==> src/rtl/bus_arb_pkg.sv <==
// bus_arb_pkg: shared state encoding and bus constants for the CPU/DMA bus arbiter
package bus_arb_pkg;
  typedef enum logic [1:0] {ARB_IDLE = 2'd0, ARB_OWN0 = 2'd1, ARB_OWN1 = 2'd2} arb_state_t;
  localparam int BUS_ADDR_W = 25;
  localparam int BUS_DATA_W = 32;
  localparam logic [BUS_DATA_W-1:0] BUS_TIMEOUT_RDATA = 32'hFFFF_FFFF;
endpackage

==> src/rtl/bus_timeout_counter.sv <==
// bus_timeout_counter: per-access wait counter and saturating count of forced terminations
module bus_timeout_counter #(
  parameter int TIMEOUT_CYCLES = 15
) (
  input  logic       clk,
  input  logic       reset_n,
  input  logic       clear,
  input  logic       enable,
  input  logic       ready,
  output logic       expire,
  output logic [7:0] timeout_count
);
  logic [7:0] wait_cnt;
  assign expire = enable && !ready && wait_cnt == 8'(TIMEOUT_CYCLES - 1);
  // wait counter restarts every idle cycle; timeout total saturates at 255
  always_ff @(posedge clk or negedge reset_n) begin
    if (!reset_n) begin
      wait_cnt      <= '0;
      timeout_count <= '0;
    end else begin
      wait_cnt <= clear ? 8'd0 : (enable && !ready) ? wait_cnt + 8'd1 : wait_cnt;
      if (expire && timeout_count != 8'hFF) timeout_count <= timeout_count + 8'd1;
    end
  end
endmodule

==> src/rtl/cpu_bus_arbiter.sv <==
// cpu_bus_arbiter: round-robin CPU/DMA arbiter for the system bus with access timeout
module cpu_bus_arbiter
  import bus_arb_pkg::*;
#(
  parameter int TIMEOUT_CYCLES = 15
) (
  input  logic                  clk,
  input  logic                  reset_n,
  input  logic                  m0_valid,
  input  logic [BUS_ADDR_W-1:0] m0_address,
  input  logic [3:0]            m0_wstrb,
  input  logic [BUS_DATA_W-1:0] m0_wdata,
  output logic                  m0_ready,
  output logic [BUS_DATA_W-1:0] m0_rdata,
  input  logic                  m1_valid,
  input  logic [BUS_ADDR_W-1:0] m1_address,
  input  logic [3:0]            m1_wstrb,
  input  logic [BUS_DATA_W-1:0] m1_wdata,
  output logic                  m1_ready,
  output logic [BUS_DATA_W-1:0] m1_rdata,
  output logic                  bus_valid,
  output logic [BUS_ADDR_W-1:0] bus_address,
  output logic [3:0]            bus_wstrb,
  output logic [BUS_DATA_W-1:0] bus_wdata,
  input  logic                  bus_ready,
  input  logic [BUS_DATA_W-1:0] bus_rdata,
  output logic                  timeout_pulse,
  output logic [7:0]            timeout_count
);
  arb_state_t state;
  logic last, own, sel1, fin, pick1, expire;
  logic [BUS_DATA_W-1:0] fin_rdata;
  assign own       = state != ARB_IDLE;
  assign sel1      = state == ARB_OWN1;
  assign fin       = own && (bus_ready || expire);
  assign pick1     = (m0_valid && m1_valid) ? !last : m1_valid;
  assign fin_rdata = bus_ready ? bus_rdata : BUS_TIMEOUT_RDATA;
  assign m0_ready  = fin && !sel1;
  assign m1_ready  = fin && sel1;
  assign m0_rdata  = m0_ready ? fin_rdata : '0;
  assign m1_rdata  = m1_ready ? fin_rdata : '0;
  assign timeout_pulse = expire;
  bus_timeout_counter #(.TIMEOUT_CYCLES(TIMEOUT_CYCLES)) u_tmo (
    .clk          (clk),
    .reset_n      (reset_n),
    .clear        (!own),
    .enable       (own),
    .ready        (bus_ready),
    .expire       (expire),
    .timeout_count(timeout_count)
  );
  // grant from IDLE latching the winner's request, release to IDLE on completion or timeout
  always_ff @(posedge clk or negedge reset_n) begin
    if (!reset_n) begin
      state       <= ARB_IDLE;
      last        <= 1'b1;
      bus_valid   <= 1'b0;
      bus_address <= '0;
      bus_wstrb   <= '0;
      bus_wdata   <= '0;
    end else if (state == ARB_IDLE) begin
      if (m0_valid || m1_valid) begin
        state       <= pick1 ? ARB_OWN1 : ARB_OWN0;
        bus_valid   <= 1'b1;
        bus_address <= pick1 ? m1_address : m0_address;
        bus_wstrb   <= pick1 ? m1_wstrb : m0_wstrb;
        bus_wdata   <= pick1 ? m1_wdata : m0_wdata;
      end
    end else if (fin) begin
      state     <= ARB_IDLE;
      bus_valid <= 1'b0;
      last      <= sel1;
    end
  end
endmodule

==> config.mk <==
export PLATFORM = sky130hd
export DESIGN_NAME = cpu_bus_arbiter
export DESIGN_NICKNAME = d
export VERILOG_FILES = /design/src/rtl/bus_arb_pkg.sv /design/src/rtl/bus_timeout_counter.sv /design/src/rtl/cpu_bus_arbiter.sv
export SDC_FILE = /design/constraint.sdc
export NUM_CORES = 1
export LEC_CHECK = 0
export BUFFER_PORTS_ARGS = -buffer_cell sky130_fd_sc_hd__buf_4
export CAP_MARGIN = 25
export CELL_PAD_IN_SITES_DETAIL_PLACEMENT = 0
export CELL_PAD_IN_SITES_GLOBAL_PLACEMENT = 1
export CORE_ASPECT_RATIO = 1.4
export CORE_UTILIZATION = 32
export CTS_BUF_LIST = sky130_fd_sc_hd__clkbuf_4
export DETAILED_ROUTE_END_ITERATION = 8
export GPL_TIMING_DRIVEN = 0
export PLACE_DENSITY_LB_ADDON = 0.1
export SETUP_SLACK_MARGIN = 0.5
export SYNTH_ARGS = -nofsm -noshare
export SYNTH_HDL_FRONTEND = slang
export SYNTH_SLANG_ARGS = --single-unit
==> constraint.sdc <==
create_clock -name clk -period 6.4 [get_ports clk]
set_input_delay 0.32 -clock clk [delete_from_list [all_inputs] [get_ports clk]]
set_output_delay 0.32 -clock clk [all_outputs]
set_load 0.005 [all_outputs]
After elaboration in Yosys (flattened, before gate mapping) --
Cells that the tools add are included.
Word-level totals: RAM bits 0, memories 0, ROM bits 0, input bits 159, register bits 81, latch bits 0, output and inout port bits 137, word-level logic and storage cells 50
Cells by class: eq/ne operators 5, shifts and indexed selects 0, multiplexer cells 16, $mul 0, add/subtract/negate cells 2, order comparisons 0, bitwise operators 1, reduce and logical (&&, ||, !) cells 18, div/mod/pow operators 0
Operators with widths (count):
- $mux W32 | 4
- $mux W25 | 1
- $add A8 B1 Y8 const B | 2
- $mux W8 | 2
- $eq A8 B4 Y1 const B | 1
- $mux W2 | 4
- $ne A8 B8 Y1 const B | 1
- $logic_and A1 B1 Y1 | 7
- $reduce_and A2 Y1 | 3
- $mux W1 | 4
- $mux W4 | 1
- $ne A2 B1 Y1 const B | 2
- $reduce_bool A2 Y1 | 2
- $logic_not A1 Y1 | 3
- $eq A2 B2 Y1 const B | 1
- $logic_not A2 Y1 | 1
- $logic_or A1 B1 Y1 | 2
- $not A1 Y1 | 1

Logic depth before layout (Yosys ltp) --
Gate-level depths: netlist of run 1.
depth after elaboration 7, gate-level depth with buffers 7, mapped depth without buffers 6

By module --
From an unflattened synthesis of run 1, not the netlist that was laid out.
Second synthesis, totals: cells, all modules 400, area, all modules 5042.3 um^2
By module, submodules not included:
- cpu_bus_arbiter | sequential area each 1627.8 um^2, area an instance 4191.5 um^2, cells an instance 324, times used 1
- bus_timeout_counter | sequential area each 400.4 um^2, area an instance 850.8 um^2, cells an instance 76, times used 1

Worst setup path before layout of run 1 --
Ideal clock, no wire load.
path kind register -> register, start register u_tmo.wait_cnt[0], end register u_tmo.timeout_count[1], cell stages (with the launch flop) 7, setup time 0.125 ns, setup slack 4.212 ns, clock period less this slack 2.188 ns, data required time 6.275 ns, path buffers 0, arrival 2.063 ns, cells stage by stage dfrtp_1 > inv_1 > ha_1 > nand4b_1 > or4_2 > nor4_1 > mux2_2
Between the ends: cells in the longest elaborated chain, start to end 3
RTL lines:
- from (decl) | RTL line bus_timeout_counter.sv:13 | logic [7:0] wait_cnt;
- from (signal assigned) | RTL line bus_timeout_counter.sv:21 | wait_cnt <= clear ? 8'd0 : (enable && !ready) ? wait_cnt + 8'd1 : wait_cnt;
- $eq A8 B4 Y1 | RTL line bus_timeout_counter.sv:14 | assign expire = enable && !ready && wait_cnt == 8'(TIMEOUT_CYCLES - 1);
- $logic_and A1 B1 Y1 | RTL line bus_timeout_counter.sv:14
- $logic_and A1 B1 Y1 | RTL line bus_timeout_counter.sv:22 | if (expire && timeout_count != 8'hFF) timeout_count <= timeout_count + 8'd1;
- to (signal assigned) | RTL line bus_timeout_counter.sv:22
- to (decl) | RTL line bus_timeout_counter.sv:11 | output logic [7:0] timeout_count
Every way passes these cells. A chain may end at the register's enable or synchronous reset.

Worst setup path after layout of run 1 --
start register u_tmo.wait_cnt[0], end output port m0_rdata[14]
Between the ends: cells in the longest elaborated chain, start to end 6
RTL lines:
- $eq A8 B4 Y1 | RTL line bus_timeout_counter.sv:14
- $logic_and A1 B1 Y1 | RTL line bus_timeout_counter.sv:14
- $logic_or A1 B1 Y1 | RTL line cpu_bus_arbiter.sv:35 | assign fin = own && (bus_ready || expire);
- $logic_and A1 B1 Y1 | RTL line cpu_bus_arbiter.sv:35
- $logic_and A1 B1 Y1 | RTL line cpu_bus_arbiter.sv:38 | assign m0_ready = fin && !sel1;
- $mux W32 | RTL line cpu_bus_arbiter.sv:40 | assign m0_rdata = m0_ready ? fin_rdata : '0;
- to (decl) | RTL line cpu_bus_arbiter.sv:14 | output logic [BUS_DATA_W-1:0] m0_rdata,
Every way passes these cells.

==> impl_metrics.tcl, run 1 <==
set metrics [dict create \
    seq_area_frac_synth_pct 48.0 \
    finalSetupViolations 0 \
    required_ns 6.08 \
    synthSimpleGateAreaFrac_pct 21.3 \
    seqPwrFrac_pct 36.1 \
    final.min_clock_period_ns 3.12 \
    hold_path_class "in2reg" \
    drc 0 \
    period_share_pct 48.7 \
    track_usage_pct 21.1 \
    die_x_microns 99.1 \
    yosysTopAreaCell "dfrtp_1" \
    synth-compound-area-share_pct 9.43 \
    wire_per_inst_microns 15.6 \
    cp_max_fo 10 \
    crit_arrival_ns 2.80 \
    grt_pass1_wl_microns 22100 \
    yosysMostFrequentCell "dfrtp_1" \
    postCtsResizedCells 0 \
    synth_top_area_share_pct 47.4 \
    firstDrtPassIters 4 \
    ys_ff_latch 81 \
    dpl.hpwl_microns 11600 \
    dp.cells 913 \
    clkPwrFrac_pct 15.8 \
    maxSlewViolCount 0 \
    p_leak_uw 0.00356 \
    crit_path_max_incr_delay_ns 0.47 \
    rsz0062_at_grt "false" \
    fin_setup_tns_ns 0 \
    routed_wirelength_microns 14500 \
    nets 935 \
    cellInternalPower_uw 1500 \
    num_io_pins 296 \
    start_util_pct 32.8 \
    synth_edf_count 0 \
    grt_antenna_before_repair 1 \
    skew_ns 0.0176 \
    portBuffers 295 \
    slew_headroom_pct 43.0 \
    htree_num_levels 3 \
    combPwrFrac_pct 48.1 \
    cts_tree "yes" \
    design_area_sq_mm 0.00684 \
    coreArea_sq_mm 0.0129 \
    cp_slowest_cell "or4b_4" \
    gr-total-overflow 0 \
    cts-root-buf "clkbuf_4" \
    placed_area_sq_mm 0.00663 \
    drtAntennaViolNets 0 \
    drt_iter0_drc 112 \
    clock.fmax_mhz 321 \
    cp-start-kind "flip-flop" \
    crit_chain "inv_1 -> ha_1 -> or4b_4 -> o21bai_1 -> nand2_1 -> clkbuf_1 -> nor2_1 -> buf_4" \
    die_area_sq_mm 0.0137 \
    instances_no_fill 931 \
    synth_top_flop_cell "dfrtp_1" \
    syn-instance-count 465 \
    syn_avg_cell_area_sq_um 9.08 \
    gp_congestion 0.758 \
    synth_common_cells "dfrtp_1, nor2_1, nand2_1" \
    p_sw_uw 854 \
    cts.sinks 81 \
    worst_pin_slew_ns 0.855 \
    endpoint_kind "primary output" \
    muxShareOfSynthArea_pct 14.7 \
    status "finished, final reports clean" \
    grt_max_degree 82 \
    synth_xor_area_share_pct 2.49 \
    numCtsBuffers 9 \
    hold_viol_final 0 \
    synth_top_family_by_area "simple AND/OR/NAND/NOR gates" \
    clk-insertion-delay-late_ns 0.44 \
    ir_worst_vdd_mv 0.162 \
    synth_area_sq_mm 0.00422 \
    clock_path_buffers 2 \
    synth_fp_nets 627 \
    row_count 49 \
    synthAdderAreaFrac_pct 0.889 \
    max_cap_viol_count 0 \
    synthArstFlopShare_pct 100 \
    die_y_microns 138 \
    powerDensity_mw_per_mm2 344 \
    grt_pass1_vias 4469 \
    swShare_pct 36.3 \
    drive_gt1_share_pct 40.8 \
    yosysUniqueCellTypes 36 \
    clk_pin_slew_ns 0.13 \
    yosysWarnings 0 \
    synthToLayoutAreaGrowth_pct 62.1 \
    worst-setup-path-type "reg2out" \
    vias_per_cell 4.78 \
    synthTopCellsByArea "dfrtp_1, mux2i_1, o21ai_0" \
    dr_total_vias 4451 \
]
[critical path: cells and delay by family, from the launching register on]
kind	cells	cell delay (ns)
buf+inv	3	0.52
fa+ha+maj	1	0.17
flops	1	0.44
simple gates	3	1.00
compound gates	1	0.25
[cell usage in the layout, fill, tap and decap left out, types with 2 or more instances in the layout]
cell type,n
o21ai_0,62
clkbuf_4,9
inv_1,4
mux2i_1,61
xor2_1,10
a21oi_1,3
clkbuf_1,25
dfrtp_1,80
nor4_1,4
xnor2_1,2
nor3_1,3
nand3_1,6
bufinv_16,3
buf_1,5
nor2_1,75
nand2_1,65
a31oi_1,2
ha_1,3
buf_4,295
nor2b_1,34
nand3b_1,2
a21boi_0,2
[cell families (layout without fill, tap and decap cells)]
group | after synthesis | after routing
other | 0 | 1
XOR/XNOR | 12 | 12
buffers and inverters | 35 | 347
adder cells (fa/ha/maj) | 3 | 3
AND/OR/NAND/NOR | 197 | 197
AO/OA/AOI/OAI | 75 | 75
flip-flops | 81 | 81
multiplexers | 62 | 62
[path summary, 6_finish.rpt]
kind / startpoint / to / slack [ns] / cells after the start
min: m0_wdata[17] / bus_wdata[17]$_DFFE_PN0P_ / 0.16 / 3
min in group asynchronous: reset_n / bus_wdata[7]$_DFFE_PN0P_ / 0.22 / 2
max: u_tmo.wait_cnt[0]$_DFFE_PN0P_ / m0_rdata[14] / 3.28 / 8
min reg2reg: last$_DFFE_PN1P_ / last$_DFFE_PN1P_ / 0.49 / 2
max in group asynchronous: reset_n / last$_DFFE_PN1P_ / 5.56 / 3
max reg2reg: u_tmo.wait_cnt[0]$_DFFE_PN0P_ / u_tmo.timeout_count[1]$_DFFE_PN0P_ / 3.96 / 6
[power groups by stage]
| stage | combinational, uW | clock (uW) | sequential, uW |
|---|---|---|---|
| final | 1130 | 371 | 849 |
| after global routing | 1260 | 399 | 879 |
| after CTS | 1150 | 381 | 851 |
| after detailed placement | 1150 | 0 | 859 |
| after global placement | 1140 | 0 | 849 |
| after floorplan | 454 | 0 | 859 |
[metal layers]
| metal | wire, microns | up-vias | track usage, % |
|---|---|---|---|
| met2 | 8030 | 194 | 41.5 |
| li1 | - | 2170 | - |
| met5 | 0 | - | 0 |
| met4 | 403 | 0 | 9.15 |
| met1 | 4920 | 2066 | 21.0 |
| met3 | 1130 | 21 | 5.09 |
[timing repair]
| item | in CTS | in global routing |
|---|---|---|
| hold buffers | 0 | 1 |
| setup endpoints to repair | 0 | 0 |
| endpoints found under the hold margin | 0 | 10 |
| setup buffers | 0 | 0 |
[flip-flops by register name, indices dropped and copies added (netlist names)]
name                 flops
u_tmo.wait_cnt           8
u_tmo.timeout_count      8
state                    2
bus_wstrb                4
last                     1
bus_address             25
bus_valid                1
bus_wdata               32
[per-stage QoR]
stage	hold slack (ns)	utilization, %	total power [uW]	worst slack (ns)
6_report	0.158	53.1	2350	3.28
5_1_grt	0.148	53.1	2540	3.04
4_1_cts	0.0606	52.8	2390	3.21
3_5_place_dp	0.472	51.5	2010	3.71
3_3_place_gp	0.463	51.5	1990	3.77
2_1_floorplan	0.0244	-	1310	4.21
[area by class of cell]
cell class | instances | area (sq um)
well taps | 153 | 191
inverters | 4 | 15.0
multi-input cells | 349 | 2060
plain buffers | 31 | 118
flip-flops and latches | 81 | 2030
fillers | 1233 | 6030
clock buffers | 9 | 67.6
repair buffers | 297 | 2250
clock inverters | 6 | 108
diodes | 1 | 2.50
Note: power is estimated with default switching activity, not from simulation.
==> inputs of run 2 (changes only) <==
--- a/config.mk
+++ b/config.mk
@@ -10,7 +10,7 @@
 export CELL_PAD_IN_SITES_DETAIL_PLACEMENT = 0
 export CELL_PAD_IN_SITES_GLOBAL_PLACEMENT = 1
 export CORE_ASPECT_RATIO = 1.4
-export CORE_UTILIZATION = 32
+export CORE_UTILIZATION = 26
 export CTS_BUF_LIST = sky130_fd_sc_hd__clkbuf_4
 export DETAILED_ROUTE_END_ITERATION = 8
 export GPL_TIMING_DRIVEN = 0
==> constraint.sdc (replaced) <==
create_clock -name clk -period 2.65 [get_ports clk]
set_input_delay 0.1325 -clock clk [delete_from_list [all_inputs] [get_ports clk]]
set_output_delay 0.1325 -clock clk [all_outputs]
set_load 0.005 [all_outputs]
==> run 2 against run 1 <==
Count of clock-buffer cells in the layout grew 1. Worst hold slack worse by 0.13 ns. Clock skew shrank 0.0058 ns. Sequential power rose by 140%. Critical path type unchanged. Clock power up 120%. Cell count up 19%. Combinational power increased to 3.0 times the previous value. Die area is 23% higher. Register-to-register slack worse by 3.7 ns. Largest cell class unchanged. Largest power group unchanged.
==> impl_metrics.tcl, run 2 (synthesis results as in run 1) <==
set metrics [dict create \
    status "finished, final reports clean" \
    fill_cells 1385 \
    synthToLayoutAreaGrowth_pct 108 \
    clock_path_buffers 2 \
    registers.top_by_ff_count "bus_wdata" \
    fin_setup_tns_ns 0 \
    ir_worst_vdd_mv 0.382 \
    placed_area_sq_mm 0.00672 \
    row_count 54 \
    slew_headroom_pct 42.8 \
    p_leak_uw 0.00428 \
    grt_antenna_before_repair 1 \
    firstDrtPassIters 4 \
    r2r_end "u_tmo.timeout_count[7]$_DFFE_PN0P_" \
    cp_max_fo 8 \
    final-seq-area_sq_mm 0.00203 \
    hold-path-cell-count 3 \
    drt_iter0_drc 128 \
    holdCritStartpoint "m1_address[0]" \
    coreArea_sq_mm 0.0157 \
    worst-setup-path-type "reg2out" \
    worst_pin_slew_ns 0.854 \
    cellInternalPower_uw 3920 \
    seqPwrFrac_pct 33.0 \
    hold_viol_final 0 \
    whs_ns 0.0240 \
    r2r_slack_ns 0.31 \
    final_common_cell "buf_4" \
    gp_congestion 0.732 \
    p_sw_uw 2310 \
    endpoint_kind "primary output" \
    gr-total-overflow 0 \
    grt_pass1_wl_microns 26100 \
    portBuffers 295 \
    clkPwrFrac_pct 13.4 \
    reg2reg_from "u_tmo.wait_cnt[0]$_DFFE_PN0P_" \
    grt_pass1_vias 5279 \
    start_util_pct 26.8 \
    die_x_microns 110 \
    numCtsBuffers 9 \
    htree_num_levels 3 \
    routed_wirelength_microns 17700 \
    num_io_pins 296 \
    final.min_clock_period_ns 2.53 \
    skew_ns 0.0118 \
    cp-start-kind "flip-flop" \
    swShare_pct 37.1 \
    combPwrFrac_pct 53.7 \
    clk-insertion-delay-late_ns 0.44 \
    nets 1067 \
    maxSlewViolCount 0 \
    die_area_sq_mm 0.0168 \
    drc 0 \
    multi_input_area_sq_mm 0.00241 \
    dp.cells 957 \
    crit_arrival_ns 2.39 \
    rsz0062_at_grt "true" \
    dr_total_vias 5110 \
    drtAntennaViolNets 0 \
    fin_util_pct 55.8 \
    cts.sinks 81 \
    clock.fmax_mhz 396 \
    die_y_microns 153 \
    grt_max_degree 54 \
    max_cap_viol_count 0 \
    finalSetupViolations 0 \
    wire_per_inst_microns 16.0 \
    hold_end "bus_address[0]$_DFFE_PN0P_" \
    cts_tree "yes" \
    powerDensity_mw_per_mm2 709 \
    reg2regPathDepth 8 \
    vias_per_cell 4.62 \
    drive_gt1_share_pct 43.0 \
    hold_path_class "in2reg" \
    instances_no_fill 1107 \
    cts-root-buf "clkbuf_4" \
    dpl.hpwl_microns 12000 \
    layout_common_cells "buf_4, dlygate4sd3_1, dfrtp_1" \
    track_usage_pct 20.5 \
    largest_register_ffs 32 \
    design_area_sq_mm 0.00879 \
    period_share_pct 95.4 \
    top_regs "bus_wdata: 32 flops, bus_address: 25 flops" \
    clk_pin_slew_ns 0.13 \
    required_ns 2.52 \
]
## run 2: cell count changes in the layout (fill, tap and decap cells not counted), sizes merged
cell / delta
bufinv: -1
dlygate4sd3: +118
buf: +14
clkdlybuf4s15: +1
clkinvlp: +2
clkinv: -1
## run 2: worst max-delay path by stage
stage	from	to	slack (ns)	depth (start not counted)
final	u_tmo.wait_cnt[0]$_DFFE_PN0P_	m1_rdata[18]	0.12	9
after global routing	u_tmo.wait_cnt[0]$_DFFE_PN0P_	m1_rdata[24]	-0.03	9
after CTS	u_tmo.wait_cnt[0]$_DFFE_PN0P_	m1_rdata[7]	0.12	9
after detailed placement	u_tmo.wait_cnt[0]$_DFFE_PN0P_	m1_rdata[18]	0.11	8
after global placement	last$_DFFE_PN1P_	bus_wdata[4]$_DFFE_PN0P_	0.15	5
after floorplan	u_tmo.wait_cnt[0]$_DFFE_PN0P_	u_tmo.timeout_count[7]$_DFFE_PN0P_	0.53	6
## run 2: metrics by stage
| stage | total power (uW) | setup WS (ns) |
|---|---|---|
| after global placement | 4830 | 0.146 |
| after CTS | 6170 | 0.121 |
| final | 6230 | 0.123 |
| after detailed placement | 4880 | 0.113 |
| after floorplan | 3170 | 0.534 |
| after global routing | 6730 | -0.0263 |
## run 2: critical path: stages (launching register included)
cell and delay (ns):
dfrtp_1 0.40, inv_1 0.06, ha_2 0.18, or4b_4 0.49, o21bai_4 0.18, nand3b_1 0.11
buf_6 0.16, clkbuf_16 0.18, nor2_4 0.10, buf_6 0.10
## run 2: power groups by stage
stage / registers (uW) / logic, uW / clock network, uW
after floorplan: 2080 / 1100 / 0
after global placement: 2050 / 2780 / 0
after detailed placement: 2070 / 2810 / 0
after CTS: 2050 / 3250 / 869
after global routing: 2130 / 3670 / 924
final: 2050 / 3350 / 833
## run 2: timing repair
action	in CTS	in global routing
cloned	3	1
gates resized for setup	111	41
pin swaps	35	12
hold buffers	119	0
setup endpoints to repair	135	136
endpoints found under the hold margin	137	0
setup buffers	6	4
## run 2: per-layer routing
| layer | vias to the layer above | share of wire [%] | GRT usage [%] |
|---|---|---|---|
| met5 | - | 0 | 0 |
| met4 | 0 | 3.4 | 9.08 |
| met1 | 2389 | 33 | 18.5 |
| li1 | 2437 | - | - |
| met3 | 45 | 8.1 | 5.39 |
| met2 | 239 | 56 | 40.6 |
## run 2: final cells by class
| class | instances | area share (%) |
|---|---|---|
| Antenna cell | 1 | 0.0285 |
| Tap cell | 196 | 2.79 |
| Timing Repair Buffer | 429 | 42.1 |
| Inverter | 4 | 0.171 |
| Sequential cell | 81 | 23.1 |
| Clock buffer | 10 | 0.854 |
| Clock inverter | 6 | 0.940 |
| Multi-Input combinational cell | 349 | 27.4 |
| Buffer | 31 | 2.61 |
==> inputs of run 3 (changes only) <==
--- a/config.mk
+++ b/config.mk
@@ -5,6 +5,7 @@
 export SDC_FILE = /design/constraint.sdc
 export NUM_CORES = 1
 export LEC_CHECK = 0
+export ABC_AREA = 1
 export BUFFER_PORTS_ARGS = -buffer_cell sky130_fd_sc_hd__buf_4
 export CAP_MARGIN = 25
 export CELL_PAD_IN_SITES_DETAIL_PLACEMENT = 0
==> run 3 against run 2 <==
The flow now finishes with violations (design-rule violations). Total power is 4.6% higher. Worst setup slack improved by 0.47 ns. Fmax grew 23%. Combinational power increased by 12%. Cell count rose by 13%. Critical path type unchanged.
==> impl_metrics.tcl, run 3 <==
set metrics [dict create \
    cp_max_fo 8 \
    synth_fp_nets 759 \
    synth_area_sq_mm 0.00436 \
    crit_arrival_ns 1.93 \
    die_x_microns 111 \
    dr_total_vias 5740 \
    top_layer "met4" \
    gr-total-overflow 0 \
    synth_top_flop_cell "dfrtp_1" \
    clk_pin_slew_ns 0.12 \
    synth_top_area_share_pct 45.9 \
    clock_path_buffers 2 \
    finalSetupViolations 0 \
    maxSlewViolCount 0 \
    place_worst_setup_slack_ns 0.815 \
    p_leak_uw 0.00431 \
    skew_ns 0.0233 \
    whs_ns 0.0727 \
    final_common_cell "buf_4" \
    largest_register_ffs 32 \
    htree_num_levels 3 \
    cp-start-kind "flip-flop" \
    die_y_microns 155 \
    powerDensity_mw_per_mm2 749 \
    cellInternalPower_uw 3930 \
    worst_pin_slew_ns 0.585 \
    num_io_pins 296 \
    fin_setup_tns_ns 0 \
    endpoint_kind "primary output" \
    synth_common_cells "nor2_1, nand2_1, dfrtp_1" \
    fill_cells 1554 \
    final.min_clock_period_ns 2.06 \
    grt_antenna_before_repair 1 \
    layout_common_cells "buf_4, nor2_1, dlygate4sd3_1" \
    dr_wl_met3_microns 1040 \
    registers.top_by_ff_count "bus_wdata" \
    synth_edf_count 0 \
    seq_area_frac_synth_pct 46.5 \
    vias_per_cell 4.60 \
    met1_length_microns 6970 \
    max_cap_viol_count 0 \
    synthTopCellsByArea "dfrtp_1, nor2_1, nand2_1" \
    synthArstFlopShare_pct 100 \
    cp_slowest_cell "dfrtp_1" \
    worst-setup-path-type "reg2out" \
    gp_congestion 0.796 \
    seqPwrFrac_pct 32.0 \
    cp_num_buf_inv 3 \
    clkPwrFrac_pct 10.6 \
    drc 17 \
    total_power_uw 6520 \
    grt_pass1_wl_microns 28900 \
    path_delay_family "simple AND/OR/NAND/NOR gates" \
    setup_ws_ns 0.592 \
    drtAntennaViolNets 0 \
    clk-insertion-delay-late_ns 0.44 \
    coreArea_sq_mm 0.0163 \
    yosysUniqueCellTypes 26 \
    yosysMostFrequentCell "nor2_1" \
    portBuffers 295 \
    crit_chain "inv_2 -> ha_4 -> nand2_4 -> nor2_4 -> nand3_4 -> nand2_8 -> nand2_8 -> clkbuf_16 -> nor2_4 -> buf_6" \
    violations "design-rule violations" \
    cts.sinks 81 \
    numCtsBuffers 9 \
    required_ns 2.52 \
    syn_avg_cell_area_sq_um 7.30 \
    row_count 55 \
    routed_wirelength_microns 18300 \
    crit_path_max_incr_delay_ns 0.42 \
    yosysWarnings 0 \
    ir_worst_vdd_mv 0.426 \
    cts_tree "yes" \
    grt_max_degree 45 \
    hold_viol_final 0 \
    dp.cells 1092 \
    slew_headroom_pct 61.0 \
    track_usage_pct 20.9 \
    period_share_pct 77.7 \
    syn-instance-count 597 \
    hold_path_class "in2reg" \
    rsz0062_at_grt "true" \
    nets 1205 \
    dpl.hpwl_microns 13300 \
    wire_per_inst_microns 14.7 \
    drt_iter0_drc 322 \
    instances_no_fill 1248 \
    p_sw_uw 2590 \
    die_area_sq_mm 0.0173 \
    top_regs "bus_wdata: 32 flops, bus_address: 25 flops" \
    synthToLayoutAreaGrowth_pct 99.5 \
    status "complete, but fails checks" \
    combPwrFrac_pct 57.4 \
    route.met2.wl_microns 9890 \
    firstDrtPassIters 6 \
    drive_gt1_share_pct 38.4 \
    clock.fmax_mhz 486 \
    ys_ff_latch 81 \
    grt_pass1_vias 5829 \
    swShare_pct 39.7 \
    start_util_pct 26.7 \
    cts-root-buf "clkbuf_4" \
    yosysTopAreaCell "dfrtp_1" \
]
==> run 3: cell types whose count changed in the layout (fill, tap and decap cells not counted), moves of 34 or more <==
cell | previous run | this run
nor2b_1 | 34 | 0
nand2_1 | 64 | 118
mux2i_1 | 61 | 0
o21ai_1 | 0 | 60
nor2_1 | 39 | 132
==> run 3: final cells by class <==
type | count | area [sq um] | area share (%)
antenna | 1 | 2.50 | 0.0288
timing repair buffer | 435 | 3720 | 42.7
inverter | 24 | 90.1 | 1.04
clock inverter | 5 | 41.3 | 0.475
tap | 199 | 249 | 2.86
sequential | 81 | 2030 | 23.3
buffer | 33 | 201 | 2.32
clock buffer | 11 | 82.6 | 0.950
multi-input combinational | 459 | 2280 | 26.3
==> run 3: power groups by stage <==
stage                     registers (uW)  logic (uW)  clock network [uW]
after floorplan                     2100        1390                   0
after global placement              2080        3210                   0
after detailed placement            2100        3240                   0
after CTS                           2080        3540                 729
after global routing                2140        4150                 769
final                               2090        3740                 689
==> run 3: worst min-delay path, delay by kind of cell <==
| family | cells | cell delay, ns |
|---|---|---|
| buffers and inverters | 1 | 0.09 |
| AO/OA/AOI/OAI | 2 | 0.24 |
==> run 3: final timing paths <==
check                                               from                            endpoint  slack (ns)  cells past startpoint
min                                         m1_wdata[16]           bus_wdata[16]$_DFFE_PN0P_        0.07                      3
min reg2reg                     bus_wdata[1]$_DFFE_PN0P_            bus_wdata[1]$_DFFE_PN0P_        0.51                      2
max reg2reg                             last$_DFFE_PN1P_            bus_wdata[8]$_DFFE_PN0P_        0.67                      6
max in group asynchronous                        reset_n          bus_address[7]$_DFFE_PN0P_        1.81                      3
min in group asynchronous                        reset_n  u_tmo.timeout_count[7]$_DFFE_PN0P_        0.20                      2
max                        u_tmo.wait_cnt[0]$_DFFE_PN0P_                        m1_rdata[19]        0.59                     10
==> run 3: cell families after synthesis <==
family          share of synthesized area [%]
flops                                    46.5
fa+ha+maj                               0.861
simple gates                             30.6
buf+inv                                  6.11
compound gates                           15.4
xor+xnor                                0.603
==> run 3: layer usage <==
metal,GRT usage [%],up-vias
met5,0,-
met4,7.14,0
met3,4.32,33
met2,38.8,199
met1,23.5,2699
li1,-,2809
==> run 3: what timing repair did <==
action	in CTS	in global routing
buffers inserted	7	5
endpoints found under the hold margin	98	0
hold buffers	123	0
cloned	2	2
pin swaps	3	5
gates resized for setup	19	61
setup endpoints to repair	59	65
==> run 3: metrics by stage <==
step,cell area (sq um),utilization [%]
after floorplan,4360,-
after global placement,6820,41.8
after detailed placement,6850,42.0
after CTS,8360,51.3
after global routing,8700,53.3
final,8700,53.3
